==> config.mk <==
export PLATFORM = sky130hd
export DESIGN_NAME = network_controller
export DESIGN_NICKNAME = d
export VERILOG_FILES = /design/src/rtl/network_controller.sv
export SDC_FILE = /design/constraint.sdc
export NUM_CORES = 1
export LEC_CHECK = 0
export CORE_MARGIN = 1
export CORE_UTILIZATION = 40
export DETAILED_ROUTE_END_ITERATION = 7
export GPL_TIMING_DRIVEN = 1
export PLACE_DENSITY = 0.62
export SLEW_MARGIN = 0
export SYNTH_ARGS = -nofsm -noshare
export SYNTH_HDL_FRONTEND = slang
export SYNTH_SLANG_ARGS = --single-unit
==> constraint.sdc <==
create_clock -name clock -period 4.6 [get_ports clock]
set_clock_uncertainty 0.05 [all_clocks]
set_input_delay 0.92 -clock clock [delete_from_list [all_inputs] [get_ports clock]]
set_output_delay 0.92 -clock clock [all_outputs]
set_load 0.1 [all_outputs]
==> src/rtl/network_controller.sv <==
// Sequencer for a chain of dense layers: clears all layers, then launches and
// waits on each layer in turn, with a per-layer timeout and a pass cycle counter.
module network_controller #(
    parameter int unsigned NUM_LAYERS     = 3,
    parameter int unsigned TIMEOUT_CYCLES = 1024,
    localparam int unsigned LW = (NUM_LAYERS > 1) ? $clog2(NUM_LAYERS) : 1
) (
    input  logic                  clock,
    input  logic                  reset,
    input  logic                  start,
    input  logic                  abort,
    input  logic [NUM_LAYERS-1:0] layer_outputs_ready,
    output logic [NUM_LAYERS-1:0] layer_inputs_ready,
    output logic                  clear_layers,
    output logic                  busy,
    output logic                  done,
    output logic                  error,
    output logic [LW-1:0]         current_layer,
    output logic [31:0]           cycle_count
);

    localparam int unsigned    TW         = $clog2(TIMEOUT_CYCLES);
    localparam logic [LW-1:0]  LAST_LAYER = LW'(NUM_LAYERS - 1);
    localparam logic [TW-1:0]  TIMER_LAST = TW'(TIMEOUT_CYCLES - 1);

    typedef enum logic [2:0] {
        S_IDLE,
        S_CLEAR,
        S_ISSUE,
        S_WAIT,
        S_DONE,
        S_ERROR
    } state_t;

    state_t                state_q, state_d;
    logic [LW-1:0]         layer_q, layer_d;
    logic [TW-1:0]         timer_q, timer_d;
    logic [31:0]           count_q, count_d;
    logic [NUM_LAYERS-1:0] launch_q, launch_d;
    logic                  clear_q, clear_d;
    logic                  busy_q, busy_d;
    logic                  done_q, done_d;
    logic                  error_q, error_d;
    logic [NUM_LAYERS-1:0] layer_sel;
    logic                  layer_ready;

    // Only the completion flag of the layer currently being waited on matters.
    assign layer_sel   = NUM_LAYERS'(1) << layer_q;
    assign layer_ready = |(layer_outputs_ready & layer_sel);

    always_comb begin
        state_d = state_q;
        layer_d = layer_q;
        timer_d = timer_q;
        count_d = count_q;

        case (state_q)
            S_IDLE: begin
                if (start) state_d = S_CLEAR;
            end
            S_CLEAR: begin
                layer_d = '0;
                count_d = '0;
                state_d = S_ISSUE;
            end
            S_ISSUE: begin
                timer_d = '0;
                state_d = S_WAIT;
            end
            S_WAIT: begin
                timer_d = timer_q + 1'b1;
                if (layer_ready) begin
                    if (layer_q == LAST_LAYER) begin
                        state_d = S_DONE;
                    end else begin
                        layer_d = layer_q + 1'b1;
                        state_d = S_ISSUE;
                    end
                end else if (timer_q == TIMER_LAST) begin
                    state_d = S_ERROR;
                end
            end
            S_DONE: begin
                state_d = S_IDLE;
            end
            S_ERROR: begin
                if (start) state_d = S_CLEAR;
            end
            default: begin
                state_d = S_IDLE;
            end
        endcase

        if ((state_q == S_ISSUE || state_q == S_WAIT) && count_q != '1) begin
            count_d = count_q + 1'b1;
        end

        if (abort && state_q != S_IDLE) begin
            state_d = S_IDLE;
        end
    end

    // Outputs are decoded from the next state so every port comes straight from a flop.
    always_comb begin
        clear_d  = (state_d == S_CLEAR);
        busy_d   = (state_d == S_CLEAR) || (state_d == S_ISSUE) || (state_d == S_WAIT);
        done_d   = (state_d == S_DONE);
        error_d  = (state_d == S_ERROR);
        launch_d = '0;
        if (state_d == S_ISSUE) begin
            launch_d = NUM_LAYERS'(1) << layer_d;
        end
    end

    always_ff @(posedge clock or negedge reset) begin
        if (!reset) begin
            state_q  <= S_IDLE;
            layer_q  <= '0;
            timer_q  <= '0;
            count_q  <= '0;
            launch_q <= '0;
            clear_q  <= 1'b0;
            busy_q   <= 1'b0;
            done_q   <= 1'b0;
            error_q  <= 1'b0;
        end else begin
            state_q  <= state_d;
            layer_q  <= layer_d;
            timer_q  <= timer_d;
            count_q  <= count_d;
            launch_q <= launch_d;
            clear_q  <= clear_d;
            busy_q   <= busy_d;
            done_q   <= done_d;
            error_q  <= error_d;
        end
    end

    assign layer_inputs_ready = launch_q;
    assign clear_layers       = clear_q;
    assign busy               = busy_q;
    assign done               = done_q;
    assign error              = error_q;
    assign current_layer      = layer_q;
    assign cycle_count        = count_q;

endmodule
### Word-level counts from Yosys, hierarchy flattened

Index checks and enable logic that the tools add are counted.

* register bits: 54
* input bits: 7
* output and inout port bits: 41

* $add $sub $neg: 3
* equality and inequality tests: 12
* shift-type cells: 2
* muxes and demuxes: 13
* bitwise gates (word level): 1
* reduce and logical (&&, ||, !) cells: 11

Operators by type and width (count)
* $mux 32: 2
* $add 32x1->32 const B: 1
* $ne 32x32->1 const B: 1
* $pmux 10 s2: 1
* $mux 3: 6
* $eq 3x2->1 const B: 4
* $pmux 3 s4: 1
* $add 10x1->10 const B: 1
* $eq 10x10->1 const B: 1
* $eq 3x3->1 const B: 3
* $eq 3x1->1 const B: 2
* $shl 1x2->3 const A: 2
* $mux 2: 2
* $pmux 2 s2: 1
* $reduce_bool 2->1: 2
* $and 3x3->3: 1
* $logic_not 3->1: 1
* $logic_or 1x1->1: 3
* $reduce_bool 3->1: 1
* $reduce_or 3->1: 1
* $add 2x1->2 const B: 1
* $eq 2x2->1 const B: 1
* $logic_and 1x1->1: 2
* $reduce_or 2->1: 1

### Depth between registers and ports, before layout

* depth after elaboration: 9
* gate-level depth with buffers: 9
* gate-level depth less buffers: 8

### Worst setup path after synthesis

OpenSTA, ideal clock, no wires.

* path type: register -> register
* start point: reg count_q[0] (netlist: cycle_count[0])
* end point: reg count_q[16] (netlist: cycle_count[16])
* library setup time: 0.113 ns
* data arrival time: 3.080 ns
* path slack: 1.358 ns
* stages on the path, launching flop included: 10
* clock period less this slack: 3.242 ns
* cell sequence: dfrtp_1 -> ha_1 -> nand3_1 -> or4_1 -> buf_2 -> or4_4 -> nand2_1 -> buf_6 -> o21ai_0 -> o41ai_1

* longest elaborated chain between the ends: 3
* elaborated cells between the ends (all ways): 5
* classes of those cells: add/sub: 1; eq/ne: 1; mux: 1; reduce/logical: 2

RTL lines
* from (decl): line 38 `logic [31:0] count_q, count_d;`
* from (signal assigned): line 130 `count_q <= count_d;`
* parallel branches: the longest is 3 deep, another holds $add 32x1->32

Several ways; the timed one is not identified.
A chain may end at the register's enable or synchronous reset.

### Worst setup path after layout

* start point: reg count_q[0] (netlist: cycle_count[0])
* end point: reg count_q[19] (netlist: cycle_count[19])

Same word-level chain as after synthesis.

==> impl_metrics.toml <==
[outcome]
status = "complete, no violations"

[place]
dp_slack_ns = 1.34
gp_congestion = 0.828
hpwl_um = 4880
io_buffers = 47

[critical_path]
r2r-start = "cycle_count[0]"
arrival_ns = 3.44
startpoint_type = "flop"
crit_path_start = "cycle_count[0]"
critPathMaxFanout = 17
cp-end-kind = "flop"
path_class = "reg -> reg"
required_ns = 4.74

[layout]
layout-drive-gt1-share_pct = 5.84
regArea_um2 = 1350
areaGrowthSynthToFinish_pct = 21.7
fillers = 655
diodes = 0
final_nets = 391
multiInputGateArea_um2 = 1450

[timing]
tns_ns = 0
slew_viol_final = 0
finalHoldViolations = 0
slew_headroom_pct = 28.0
setup_slack_ns = 1.31
rsz0062_at_grt = "false"
min_period_over_period_pct = 71.6
fin_crit_ns = 3.29
max_freq_ghz = 0.304
setup_viol = 0
tightestPinTransition_ns = 1.08

[power_and_ir_drop]
power_leakage_nw = 1.43
power_density_nw_per_um2 = 428
peakVddDrop_uv = 270

[die]
row_count = 30
core-area_um2 = 6940
die_area_um2 = 7660
die_w_um = 87.5
fp.dieH_um = 87.5
initial_core_util_pct = 42.1
ios = 48

[flow_run]
maxCapViolCount = 0

[logic_synthesis]
syn_avg_cell_area_um2 = 8.83
synth_edf_count = 0
yosysWarnings = 0
synthTopCellsByArea = "dfrtp_1 46%, nand2_1 5.8%, o21ai_0 5.6%"
ys_seq_area_share_pct = 46.2
synth_seq_cells = 54
yosys.cell_types.count = 50
yosysTopAreaCellShare_pct = 46.2
synth_largest_area_cell = "dfrtp_1"
synth_ff_type = "dfrtp_1"
synthCells = 331
synth.most_common_cell = "dfrtp_1"
syn_area_um2 = 2920
syn_nets = 344
yosys-top-cells-count = "54 x dfrtp_1, 45 x nand2_1, 33 x o21ai_0, 26 x nor2_1, 19 x nand3_1"
synthArstFlopShare_pct = 100

[cts]
ctsResizeCount = 0
clk_pin_slew_ns = 0.10
h-tree-depth = 2
cts_buffers = 5
cts.sinks = 54
post_cts_buffers = 0
clockRootBuffer = "clkbuf_8"
cts_tree = "built"
cts.path.max_buffers = 2
insertion_delay_ns = 0.30
postCtsHoldBufs = 0

[hold_path]
min_from = "timer_q[1]"
hold_class = "reg -> reg"

[detailed_routing]
drc = 0
first_pass_iters = 4
drtIter0Drc = 159
avgViaCountPerCell = 5.52
drt_wl_total_um = 7090
drtAntennaViolNets = 0
routedWlPerCell_um = 15.0
dr_total_vias = 2613

[grt]
grt_usage_pct = 19.7
grt_pass1_vias = 2355
gr-total-overflow = 0
antenna_found_initial = 0
grt_pass1_wl_um = 11600
grt_start_max_net_pins = 55
[report_power, final]
part	switching, mW	leakage, nW	total, mW	internal (mW)
Sequential	0.0582	0.742	0.578	0.520
Clock	0.149	0.0431	0.266	0.117
Combinational	0.507	0.642	0.677	0.170
[final cells by class]
class	instances	share of cell area, %
well taps	96	3.38
repair buffers	52	14.1
inverters	13	1.37
clock buffers	6	2.32
flip-flops and latches	54	38.0
multi-input cells	252	40.8
[path summary, 6_finish.rpt]
check,to,slack [ns],depth (start not counted)
hold / removal,timer_q[1],0.46,2
setup / recovery,cycle_count[19],1.31,8
max in group asynchronous,cycle_count[10],3.35,2
min in group asynchronous,timer_q[6],0.67,2
setup reg to reg,cycle_count[19],1.31,8
hold reg to reg,timer_q[1],0.46,2
[logic make-up after synthesis]
family	count (synthesis)	share of synthesized area (%)
compound gates	95	20.2
fa+ha+maj	6	2.57
buf+inv	25	4.15
flops	54	46.2
mux	2	0.685
simple gates	149	26.2
[per-stage QoR]
stage                     power, mW  instances  util (%)  area, um^2  hold WS (ns)
final                          1.52        473      51.2        3560         0.464
after global routing           1.60        473      51.2        3560         0.486
after CTS                      1.53        473      51.2        3560         0.467
after detailed placement       1.26        467      50.0        3470         0.447
after global placement         1.26        467      50.0        3470         0.438
after floorplan                1.10        331         -        2920         0.416
[flip-flops by register name, indices dropped and copies added, names as in the netlist]
name	cells
busy	1
clear_layers	1
current_layer	2
cycle_count	32
done	1
error	1
layer_inputs_ready	3
state_q	3
timer_q	10
[cell usage in the layout (no fill, tap or decap), types with 5 or more instances in the layout]
cell type        instances
a21oi_1                 18
a31oi_1                 13
and3_1                   6
buf_4                    5
clkbuf_8                 6
clkdlybuf4s50_1         46
dfrtp_1                 54
ha_1                     6
inv_1                   13
nand2_1                 45
nand3_1                 19
nand4_1                  5
nor2_1                  26
nor3_1                  10
o21ai_0                 33
o31ai_1                  8
or3_1                    8
[worst max-delay path, cell delays in order, from the launching register on]
cell and delay [ns]:
dfrtp_1 0.42, ha_1 0.23, nand3_1 0.15, or4_1 0.64, nor4_4 0.57, nor2_1 0.39
buf_4 0.31, and3_1 0.18, a221o_1 0.25
[layer usage]
metal / up-vias / GRT usage [%] / share of wire [%]
met5: - / 0 / 0
met4: 0 / 5.81 / 1.1
met3: 6 / 3.98 / 4.8
met2: 62 / 30.5 / 44
met1: 1239 / 28.0 / 50
li1: 1306 / - / -
Note: power is estimated with default switching activity, not from simulation.
